**config.mk**
```make
export PLATFORM = sky130hd
export DESIGN_NAME = rtc_irq_ctrl
export DESIGN_NICKNAME = d
export VERILOG_FILES = /design/src/rtl/rtc_irq_ctrl.sv
export SDC_FILE = /design/constraint.sdc
export NUM_CORES = 1
export LEC_CHECK = 0
export CAP_MARGIN = 20
export CORE_UTILIZATION = 38
export CTS_BUF_LIST = sky130_fd_sc_hd__clkbuf_8
export DETAILED_ROUTE_END_ITERATION = 10
export PLACE_DENSITY = 0.63
export SLEW_MARGIN = 20
export SYNTH_ARGS = -nofsm -noshare
export SYNTH_HDL_FRONTEND = slang
export SYNTH_HIERARCHICAL = 1
export SYNTH_SLANG_ARGS = --single-unit
```
**constraint.sdc**
```tcl
create_clock -name clk_i -period 1.95 [get_ports clk_i]
set_clock_uncertainty 0.05 [all_clocks]
set_input_delay 0.39 -clock clk_i [delete_from_list [all_inputs] [get_ports clk_i]]
set_output_delay 0.39 -clock clk_i [all_outputs]
set_load 0.01 [all_outputs]
```
**src/rtl/rtc_irq_ctrl.sv**
```systemverilog
// RTC interrupt controller: sticky w1c event flags, masked pending, level/pulse
// CPU interrupt, and per-event saturating missed-event counters.

module rtc_irq_evt #(
  parameter int CNT_W = 8
) (
  input  logic             clk_i,
  input  logic             rst_i,
  input  logic             event_i,
  input  logic             clear_i,
  input  logic             mask_i,
  input  logic             cnt_clr_i,
  output logic             flag_o,
  output logic             pend_o,
  output logic             pend_nxt_o,
  output logic             rise_o,
  output logic [CNT_W-1:0] cnt_o
);
  logic flag_nxt;

  // event beats a same-cycle clear so a strobe is never lost
  assign flag_nxt   = event_i | (flag_o & ~clear_i);
  assign pend_nxt_o = flag_nxt & mask_i;
  assign rise_o     = pend_nxt_o & ~pend_o;

  always_ff @(posedge clk_i) begin
    if (rst_i) begin
      flag_o <= 1'b0;
      pend_o <= 1'b0;
      cnt_o  <= '0;
    end else begin
      flag_o <= flag_nxt;
      pend_o <= pend_nxt_o;
      if (cnt_clr_i)
        cnt_o <= '0;
      else if (event_i && flag_o && !clear_i && !(&cnt_o))
        cnt_o <= cnt_o + CNT_W'(1);
    end
  end
endmodule

module rtc_irq_ctrl #(
  parameter int NUM_EVT = 2,
  parameter int PULSE_W = 4,
  parameter int CNT_W   = 8
) (
  input  logic                     clk_i,
  input  logic                     rst_i,
  input  logic [NUM_EVT-1:0]       event_i,
  input  logic [NUM_EVT-1:0]       clear_i,
  input  logic [NUM_EVT-1:0]       mask_i,
  input  logic                     mode_i,
  input  logic                     cnt_clr_i,
  output logic [NUM_EVT-1:0]       flags_o,
  output logic [NUM_EVT-1:0]       pending_o,
  output logic                     irq_o,
  output logic [NUM_EVT*CNT_W-1:0] miss_cnt_o
);
  localparam int PCW = (PULSE_W > 1) ? $clog2(PULSE_W) : 1;

  typedef enum logic [1:0] {IDLE = 2'd0, PULSE = 2'd1, GAP = 2'd2} state_t;

  logic [NUM_EVT-1:0]            pend_nxt, rise;
  logic [NUM_EVT-1:0][CNT_W-1:0] miss_cnt;
  state_t                        state_q, state_d;
  logic [PCW-1:0]                pcnt_q, pcnt_d;
  logic                          rearm_q, rearm_d, mode_q, irq_d, any_rise, mode_chg;

  for (genvar k = 0; k < NUM_EVT; k++) begin : g_evt
    rtc_irq_evt #(.CNT_W(CNT_W)) u_evt (
      .clk_i      (clk_i),
      .rst_i      (rst_i),
      .event_i    (event_i[k]),
      .clear_i    (clear_i[k]),
      .mask_i     (mask_i[k]),
      .cnt_clr_i  (cnt_clr_i),
      .flag_o     (flags_o[k]),
      .pend_o     (pending_o[k]),
      .pend_nxt_o (pend_nxt[k]),
      .rise_o     (rise[k]),
      .cnt_o      (miss_cnt[k])
    );
  end

  assign miss_cnt_o = miss_cnt;
  assign any_rise   = |rise;
  assign mode_chg   = mode_i != mode_q;

  always_ff @(posedge clk_i) begin
    if (rst_i) begin
      state_q <= IDLE;
      pcnt_q  <= '0;
      rearm_q <= 1'b0;
      mode_q  <= 1'b0;
      irq_o   <= 1'b0;
    end else begin
      state_q <= state_d;
      pcnt_q  <= pcnt_d;
      rearm_q <= rearm_d;
      mode_q  <= mode_i;
      irq_o   <= irq_d;
    end
  end

  always_comb begin
    state_d = state_q;
    pcnt_d  = pcnt_q;
    rearm_d = rearm_q;
    // a mode switch never fires on pending bits that were already set
    if (mode_chg || !mode_i) begin
      state_d = IDLE;
      pcnt_d  = '0;
      rearm_d = 1'b0;
    end else begin
      case (state_q)
        IDLE: if (any_rise) begin
          state_d = PULSE;
          pcnt_d  = PCW'(PULSE_W - 1);
        end
        PULSE: begin
          if (any_rise) rearm_d = 1'b1;
          if (pcnt_q == '0) state_d = GAP;
          else              pcnt_d  = pcnt_q - PCW'(1);
        end
        GAP: if (rearm_q || any_rise) begin
          state_d = PULSE;
          pcnt_d  = PCW'(PULSE_W - 1);
          rearm_d = 1'b0;
        end else begin
          state_d = IDLE;
        end
        default: state_d = IDLE;
      endcase
    end
  end

  always_comb begin
    irq_d = mode_i ? (state_d == PULSE) : (|pend_nxt);
  end
endmodule

```
==> impl_results.md, run 1 <==
* CTS tree: built
* Crit path DAT at 1.91 ns
* Synth cell types at 34
* DR WL/cell at 12.2 µm
* Netlist Area Pre-Place at 0.00132 mm²
* Worst-path fanout max at 3
* Vias at 1250
* Area contributors post-synth: dfxtp_1 41%, a211oi_1 6.8%, nor2_1 3.7%
* DRC at 0
* Clk Latency, worst-skew pair at 0.26 ns
* Post-detail-place hpwl at 2170 µm
* Largest area contributor in the netlist: dfxtp_1
* Die Width at 60.9 µm
* Sw frac at 0.216
* Sink Count at 27
* Final Wtd Congestion at 0.884
* Routed wire length at 2810 µm
* Port Buffer Count at 30
* Post-synth top area share at 0.410
* Min-delay worst type: reg -> reg
* Ports at 31
* Area after DPL at 0.00171 mm²
* DR vias/cell at 5.41
* Most frequent cells in the layout: 30 x clkdlybuf4s50_1, 27 x dfxtp_1, 13 x nor2_1, 12 x a211oi_1, 10 x nand2_1
* Synthesized area per cell at 8.91 µm²
* Site row count at 21
* Final Instance Area at 0.00175 mm²
* Area Overhead vs Synth at 32.8%
* H-tree depth at 1
* Most common cell after layout, fill and taps aside: clkdlybuf4s50_1
* Final nets at 199
* Max-slew violation count at 0
* DR pass1 iterations at 4
* Register share of total power at 0.587
* VDD IR-drop max at 0.000276 V
* Period utilization at 0.929
* Fraction of power consumed by combinational cells at 0.103
* MaxCap Viol Count at 0
* # hold bufs at CTS at 0
* Synth Register Bits at 27
* CP required at 2.05 ns
* Gr usage total at 0.158
* Psw at 0.208 mW
* Root Driver: clkbuf_8
* # diodes at 0
* PostCTS Resize Cnt at 0
* Synth Warn # at 6
* Worst Setup Start Kind: input pin
* Unrepaired setup endpoints after global routing: false
* WS Path Type: in -> reg
* Pin count of the biggest net entering global routing at 15
* Syn_nets at 161
* Min Tclk post-route at 1.81 ns
* Fill count at 331
* Fmax at 552 MHz
* Worst r2r src: g_evt[1].u_evt/flag_o
* Wire length of the first global-routing pass at 4500 µm
* Initial DRC Count at 98
* Initial core utilization at 0.395
* Total gr overflow at 0
* Total leakage power at 0.600 nW
* Final setup fails at 0
* Final Hold Fails at 0
* Worst setup path start: clear_i[1]
* Status: finished, final reports clean
* Initial antenna violation count at 0
* Cell Pwr Density at 550 mW/mm²
* Seq/Total Area, Yosys at 0.410
* Worst-margin pin slew at 0.284 ns
* P_int at 0.756 mW
* Share of cells above drive strength 1 at 0.108
* Core Util, Final at 0.525
* Clock transition at path regs at 0.09 ns
* Worst setup EP type: flop
* Clock Power Share at 0.310
* Post-DRT Antenna Nets at 0
* Synth Instances at 148
* Number of global-route vias before repair at 1110
* HP Start: rearm_q
* Total CTS buffers at 3
* Core Area at 0.00334 mm²
* CTS max path bufs at 2
* Worst slew margin at 0.809
* Die Height at 60.9 µm
* Total die area at 0.00371 mm²
* Setup bufs post-CTS at 0
## routing by layer
metal  vias up  routed length [µm]  GRT usage
met5         -                   0          0
met4         0                  13     0.0357
met3         2                  81     0.0256
met2        28                1380      0.281
met1       590                1330      0.201
li1        630                   -          -
## sequential cells by signal, indices dropped and copies added (netlist names)
signal / cells
state_q: 2
g_evt.u_evt/cnt_o: 16
g_evt.u_evt/flag_o: 2
irq_o: 1
rearm_q: 1
mode_q: 1
g_evt.u_evt/pend_o: 2
pcnt_q: 2
## kinds of logic after synthesis
| family | after synthesis | share of synthesized area |
|---|---|---|
| buf+inv | 12 | 0.0398 |
| simple gates | 66 | 0.298 |
| compound gates | 36 | 0.194 |
| mux | 4 | 0.0304 |
| fa+ha+maj | 3 | 0.0285 |
| flops | 27 | 0.410 |
## cells in the mapped netlist
master and count:
buf_4 2, nand4_1 2, or2_2 2, nor2b_1 3, dfxtp_1 27, inv_1 8, nand3b_1 2, nand2_1 10
nor4b_1 2, and2b_2 1, nor3b_4 1, a21oi_1 8, nand3_1 4, nor4_1 4, and3_1 2, o2111a_1 2
clkbuf_1 2, o21ai_0 4, nor3_1 6, and4_1 4, and3_2 2, mux2i_1 4, and3b_1 2, a211oi_1 12
nor2_1 13, a31oi_1 2, or3_1 2, a211o_1 1, o32ai_1 1, a41oi_1 4, and3_4 2, a21oi_2 2
and2_1 2, ha_1 3
## worst paths after layout
path / to / slack (ns) / cells after the start
worst max register to register: pcnt_q[1] / 0.34 / 6
worst min register to register: rearm_q / 0.44 / 2
worst min-delay path: rearm_q / 0.44 / 2
worst max-delay path: pcnt_q[1] / 0.14 / 7
## layout make-up
cell class	instances	area, µm²	area share
Multi-Input combinational cell	109	726	0.414
Sequential cell	27	541	0.309
Timing Repair Buffer	37	353	0.201
Tap cell	46	57.6	0.0329
Clock buffer	3	41.3	0.0236
Inverter	8	30.0	0.0171
Clock inverter	1	3.75	0.00214
## critical path, cell delays in order
cell             delay (ns)
clkdlybuf4s50_1        0.49
nor2b_1                0.06
o21ai_0                0.23
nor2_1                 0.09
a211o_1                0.31
a211oi_1               0.25
a211oi_1               0.08
## metrics by stage
step / setup slack, ns / TNS [ns] / std cells / power (mW) / hold slack (ns)
2_1_floorplan: 0.410 / 0 / 148 / 0.623 / 0.393
3_5_place_dp: -0.131 / -0.381 / 227 / 0.678 / 0.419
5_1_grt: 0.0301 / 0 / 231 / 1.01 / 0.443
4_1_cts: 0.142 / 0 / 231 / 0.978 / 0.433
6_report: 0.139 / 0 / 231 / 0.963 / 0.439
3_3_place_gp: -0.0642 / -0.184 / 227 / 0.676 / 0.411
## power by group through the flow
stage / Clock (mW) / Sequential (mW) / Combinational, mW
2_1_floorplan: 0 / 0.581 / 0.0420
3_3_place_gp: 0 / 0.578 / 0.0975
3_5_place_dp: 0 / 0.579 / 0.0995
4_1_cts: 0.312 / 0.566 / 0.100
5_1_grt: 0.340 / 0.567 / 0.108
6_report: 0.299 / 0.566 / 0.0991
Power figures use the tool's default switching activity.
==> run 2: changes to the inputs <==
- HOLD_SLACK_MARGIN: default -> 0.05
- PLACE_DENSITY: 0.63 -> default
- PLACE_DENSITY_LB_ADDON: default -> 0.08
==> run 2 against run 1 <==
Highest routed layer unchanged. Worst hold slack lost 0.0011 ns. Clock power grew 2%. Utilization shrank 0.22 points. Die area is the same.
==> impl_results.md, run 2 (synthesized netlist as in run 1, its figures left out) <==
* Status: finished, final reports clean
* Die Width at 60.9 µm (unchanged)
* Uppermost routed layer: met4
* Core Area at 0.00334 mm² (unchanged)
* Fraction of power consumed by combinational cells at 0.101 (-0.002)
* Fill count at 326 (-1.5%)
* R2R depth at 6 (unchanged)
* Initial DRC Count at 72 (-27%)
* Vias at 1227 (-1.8%)
* Pin count of the biggest net entering global routing at 15 (unchanged)
* Clock Power Share at 0.315 (+0.005)
* Initial antenna violation count at 0 (unchanged)
* Post-DRT Antenna Nets at 0 (unchanged)
* Fmax at 561 MHz (+1.7%)
* PostCTS Resize Cnt at 0 (unchanged)
* Number of global-route vias before repair at 1111 (+0.090%)
* Cell Pwr Density at 555 mW/mm² (+1.0%)
* Worst hold slack at 0.438 ns (-0.00109 ns)
* Largest register by flop count: g_evt.u_evt/cnt_o
* WS Path Type: in -> reg
* Total gr overflow at 0 (unchanged)
* DR pass1 iterations at 4 (unchanged)
* Worst reg-to-reg setup slack at 0.39 ns (+0.05 ns)
* Total leakage power at 0.595 nW (-0.72%)
* Root Driver: clkbuf_8
* Most common cell after layout, fill and taps aside: clkdlybuf4s50_1
* Critical path cell sequence: clkdlybuf4s50_1 > nor2b_1 > o21ai_0 > nor2_1 > a211o_1 > a211oi_1 > a211oi_1
* DRC at 0 (unchanged)
* Register share of total power at 0.584 (-0.003)
* Post-detail-place hpwl at 2200 µm (+1.6%)
* Critical path depth at 7 (unchanged)
* Die Height at 60.9 µm (unchanged)
* Worst setup EP type: flop
* Worst Setup Start Kind: input pin
* Final setup fails at 0 (unchanged)
* Min Tclk post-route at 1.78 ns (-0.0299 ns)
* Final Wtd Congestion at 0.830 (-6.2%)
* Worst-margin pin slew at 0.331 ns (+0.0477 ns)
* Most frequent cells in the layout: 30 x clkdlybuf4s50_1, 27 x dfxtp_1, 13 x nor2_1, 12 x a211oi_1, 10 x nand2_1
* Psw at 0.214 mW (+3.1%)
* Final Hold Fails at 0 (unchanged)
* CTS tree: built
* Most frequent CP cell: a211oi_1
* Total CTS buffers at 3 (unchanged)
* Total die area at 0.00371 mm² (unchanged)
* M1 WL at 1410 µm (+6.0%)
* Clk Latency, worst-skew pair at 0.26 ns (about the same)
* H-tree depth at 1 (unchanged)
* Routed wire length at 2830 µm (+0.61%)
* Min-delay worst type: reg -> reg
* CP max-delay cell: clkdlybuf4s50_1
* Port Buffer Count at 30 (unchanged)
* Crit path DAT at 1.88 ns (-0.03 ns)
* Met2 wire len at 1330 µm (-3.5%)
* MaxCap Viol Count at 0 (unchanged)
* Area Overhead vs Synth at 32.3%
* Setup bufs post-CTS at 0 (unchanged)
* Max incr delay on CP at 0.50 ns (about the same)
* Gr usage total at 0.176 (+0.0181)
* Sink Count at 27 (unchanged)
* HP Start: pcnt_q[0]
* Buf/Inv on CP at 1 (unchanged)
* Wire length of the first global-routing pass at 4890 µm (+8.6%)
* Worst-path fanout max at 3 (unchanged)
* WHS Path Cells at 1 (-1)
* DR WL/cell at 12.3 µm (+1.0%)
* Max FFs per register at 16 (unchanged)
* Share of cells above drive strength 1 at 0.103 (-0.00485)
* Critical path's top delay family: compound AO/OA/AOI/OAI gates
* Clock transition at path regs at 0.09 ns (about the same)
* Max-slew violation count at 0 (unchanged)
* Reg2reg end: pcnt_q[0]
* Final nets at 198 (-0.50%)
* Sw frac at 0.221 (+0.00549)
* Initial core utilization at 0.395 (unchanged)
* CP required at 2.05 ns (about the same)
* Metal3 WL at 60 µm (-26%)
* Setup tns final at 0 ns (unchanged)
* Unrepaired setup endpoints after global routing: false
* Site row count at 21 (unchanged)
* # hold bufs at CTS at 0 (unchanged)
* DR vias/cell at 5.33 (-1.4%)
* Worst slew margin at 0.778 (-0.0308)
* # diodes at 0 (unchanged)
* WHS Endpoint: pcnt_q[0]
* P_int at 0.755 mW (-0.14%)
* CTS max path bufs at 2 (unchanged)
* Ports at 31 (unchanged)
* VDD IR-drop max at 0.000358 V (+30%)
* Period utilization at 0.913 (-0.0154)
* Worst r2r src: g_evt[1].u_evt/flag_o
==> run 2: cell types whose count changed in the layout (fill, tap and decap cells not counted), sizes merged <==
cell  previous run  this run
buf              7         6
==> run 2: power groups by stage <==
stage                     clock network [mW]  registers (mW)  logic, mW
after floorplan                            0           0.581     0.0420
after global placement                     0           0.579     0.0964
after detailed placement                   0           0.579     0.0986
after CTS                              0.326           0.566     0.0991
after global routing                   0.349           0.567      0.109
final                                  0.305           0.566     0.0981
==> run 2: cell type report <==
type	count	area [µm²]	share of cell area
tap	46	57.6	0.0330
sequential	27	541	0.310
inverter	8	30.0	0.0172
multi-input combinational	109	726	0.416
clock buffer	3	41.3	0.0237
clock inverter	1	3.75	0.00215
timing repair buffer	36	345	0.198
==> run 2: worst max-delay path by stage <==
stage,start,end,slack [ns]
detailed placement,clear_i[1],pcnt_q[1],-0.12
global route,clear_i[1],irq_o,0.03
floorplan,g_evt[1].u_evt/flag_o,pcnt_q[0],0.41
finish,clear_i[1],pcnt_q[0],0.17
CTS,clear_i[1],pcnt_q[0],0.17
global placement,clear_i[1],pcnt_q[0],-0.06
==> run 2: through the flow <==
stage	instance area (µm²)	cells	utilization	total power, mW	setup WS [ns]
final	1740	230	0.523	0.969	0.169
after floorplan	1320	148	-	0.623	0.410
after global placement	1700	226	0.509	0.675	-0.0602
after detailed placement	1700	226	0.509	0.677	-0.117
after global routing	1740	230	0.523	1.02	0.0253
after CTS	1740	230	0.523	0.991	0.171
==> run 2: worst reg2reg max path: cells and delay by family (launching register included) <==
kind            cells  cell delay (ns)
compound gates      4             0.83
flops               1             0.33
simple gates        2             0.23
==> run 2: routing by layer <==
metal,GRT usage,vias to the layer above
met4,0.0714,0
met2,0.283,15
met5,0,-
met1,0.237,577
met3,0.0277,2
li1,-,633
==> run 3: changes to the inputs <==
- PLACE_DENSITY_LB_ADDON: 0.08 -> 0.2
- SYNTH_HIERARCHICAL: 1 -> default
==> run 3 against run 2 <==
Combinational power fell by 13%. First-iteration DRC count fell by 36%. Non-clock buffer count fell by 4. Clock power rose by 2%. Clock-buffer cell count did not move. Power fell by 0.63%. Synthesized cell count fell by 1.4%. Critical path depth fell by 6. Routed wire length fell by 2.4%. Critical endpoint is now miss_cnt_o[5]. Largest power group unchanged. Highest routed layer unchanged.
==> impl_results.md, run 3 <==
* Status: finished, final reports clean
* Site row count at 20 (-4.8%)
* Initial core utilization at 0.411 (+0.0155)
* H-tree depth at 1 (unchanged)
* Setup tns final at 0 ns (unchanged)
* PostCTS Resize Cnt at 0 (unchanged)
* Area contributors post-synth: dfxtp_1 42%, nor2_1 4.1%, xor2_1 4.1%
* Post-DRT Antenna Nets at 0 (unchanged)
* DRC at 0 (unchanged)
* Most frequent cells in the layout: 30 x clkdlybuf4s50_1, 27 x dfxtp_1, 14 x nor2_1, 10 x o21ai_0, 9 x nand3_1
* Final Hold Fails at 0 (unchanged)
* # hold bufs at CTS at 0 (unchanged)
* Min Tclk post-route at 1.76 ns (-0.0207 ns)
* Vias at 1135 (-7.5%)
* DR pass1 iterations at 4 (unchanged)
* Most common cell after layout, fill and taps aside: clkdlybuf4s50_1
* Pin count of the biggest net entering global routing at 15 (unchanged)
* Core Util, Final at 0.526 (+0.00351)
* Worst setup EP type: output port
* Ports at 31 (unchanged)
* CTS tree: built
* Final Wtd Congestion at 0.831 (+0.13%)
* Initial antenna violation count at 0 (unchanged)
* Routed wire length at 2760 µm (-2.4%)
* Critical path cell sequence: clkdlybuf4s50_1
* MaxCap Viol Count at 0 (unchanged)
* Buf/Inv on CP at 1 (unchanged)
* Synth cell types at 40 (+18%)
* Clk Latency, worst-skew pair at 0.27 ns (about the same)
* Worst-path fanout max at 7 (+4)
* Seq/Total Area, Yosys at 0.417 (+0.00752)
* Crit path DAT at 1.32 ns (-0.56 ns)
* Max incr delay on CP at 0.60 ns (+0.10 ns)
* Unrepaired setup endpoints after global routing: false
* Synthesized area per cell at 8.87 µm² (-0.46%)
* Synth Register Bits at 27 (unchanged)
* Critical path's top delay family: buffers and inverters
* Period utilization at 0.903 (-0.0106)
* Post-synth top area share at 0.417 (+0.00752)
* FFs w/ async S/R, synth at 0 (unchanged)
* Post-detail-place hpwl at 2090 µm (-4.9%)
* Top cells by count, synth: 27 x dfxtp_1, 14 x nor2_1, 10 x o21ai_0
* CP max-delay cell: clkdlybuf4s50_1
* CTS max path bufs at 2 (unchanged)
* Setup bufs post-CTS at 0 (unchanged)
* Largest area contributor in the netlist: dfxtp_1
* Total CTS buffers at 3 (unchanged)
* Initial DRC Count at 46 (-36%)
* Max-slew violation count at 0 (unchanged)
* Synth Instances at 146 (-1.4%)
* Finished Layout Cells at 219 (-4.8%)
* Dpl cells at 215 (-4.9%)
* WS Path Type: reg -> out
* Top-count cell post-synth: dfxtp_1
* Worst-margin pin slew at 0.425 ns (+0.0936 ns)
* Total die area at 0.00365 mm² (-1.7%)
* Final setup fails at 0 (unchanged)
* Min-delay worst type: reg -> reg
* Share of cells above drive strength 1 at 0.0571 (-0.0461)
* Gr usage total at 0.168 (-0.00786)
* Total gr overflow at 0 (unchanged)
* Final nets at 189 (-4.5%)
* Worst Setup Start Kind: flop
* Wire length of the first global-routing pass at 4620 µm (-5.4%)
* Number of global-route vias before repair at 1103 (-0.72%)
* CP required at 1.51 ns (-0.54 ns)
* DR WL/cell at 12.6 µm (+2.5%)
* Fmax at 568 MHz (+1.2%)
* Worst hold slack at 0.447 ns (+0.00948 ns)
* Core Area at 0.00315 mm² (-5.5%)
* Total leakage power at 0.616 nW (+3.4%)
* Main synth FF type: dfxtp_1
* Netlist Area Pre-Place at 0.00129 mm² (-1.8%)
* Cell Pwr Density at 580 mW/mm² (+4.5%)
* Largest register by flop count: g_evt.u_evt.cnt_o
* DR vias/cell at 5.18 (-2.9%)
* Synth Warn # at 0 (-6)
* VDD IR-drop max at 0.000302 V (-16%)
* Die Width at 60.4 µm (-0.88%)
* Die Height at 60.4 µm (-0.88%)
* Max FFs per register at 16 (unchanged)
* Post-synth EDFFs at 0 (unchanged)
* # diodes at 0 (unchanged)
* Sink Count at 27 (unchanged)
* Area Overhead vs Synth at 28.1%
* Port Buffer Count at 30 (unchanged)
* Syn_nets at 159 (-1.2%)
* Worst slew margin at 0.716 (-0.0623)
* Clock transition at path regs at 0.09 ns (about the same)
* Root Driver: clkbuf_8
==> run 3: through the flow <==
step	setup WS, ns	power [mW]	instance area (µm²)
floorplan	0.453	0.626	1290
global placement	0.149	0.661	1610
detailed placement	0.103	0.664	1610
CTS	0.179	0.977	1660
global route	0.127	1.01	1660
finish	0.190	0.963	1660
==> run 3: worst reg2reg max path, stage by stage (launching register included) <==
cell	delay (ns)
dfxtp_1	0.36
ha_1	0.25
and4_4	0.23
nor4_4	0.34
a31o_2	0.20
a21oi_1	0.05
==> run 3: metal layers <==
metal  vias up  track usage  share of wire
met5         -            0              0
met4         0       0.0897          0.021
met3         6       0.0256          0.037
met2        28        0.275           0.47
met1       522        0.214           0.48
li1        579            -              -
==> run 3: area by class of cell <==
| class | instances | area (µm²) |
|---|---|---|
| sequential | 27 | 541 |
| timing repair buffer | 32 | 315 |
| clock inverter | 1 | 3.75 |
| clock buffer | 3 | 41.3 |
| fill | 331 | 1490 |
| multi-input combinational | 105 | 677 |
| tap | 44 | 55.1 |
| inverter | 7 | 26.3 |
==> run 3: kinds of logic (layout without fill, tap and decap cells) <==
family                     Yosys count  after routing  synth area share
muxes                                1              1           0.00773
and+or+nand+nor                     61             61             0.273
buffers and inverters               14             43            0.0599
DFF                                 27             27             0.417
xor gates and xnor gates             8              8            0.0541
AOI/OAI and AO/OA                   32             32             0.158
adders and majority gates            3              3            0.0290
==> run 3: worst paths after layout <==
path                                start                       to  slack [ns]  cells past startpoint
setup / recovery  g_evt[0].u_evt.cnt_o[5]            miss_cnt_o[5]        0.19                      1
hold / removal                  pcnt_q[1]                pcnt_q[1]        0.45                      1
setup reg to reg  g_evt[0].u_evt.cnt_o[0]  g_evt[0].u_evt.cnt_o[7]        0.36                      5
hold reg to reg                 pcnt_q[1]                pcnt_q[1]        0.45                      1
==> run 3: power breakdown <==
part	internal, mW	switching [mW]	leakage [nW]	total [mW]
clock network	0.141	0.170	0.0269	0.311
logic	0.0460	0.0395	0.370	0.0855
registers	0.560	0.00564	0.219	0.566
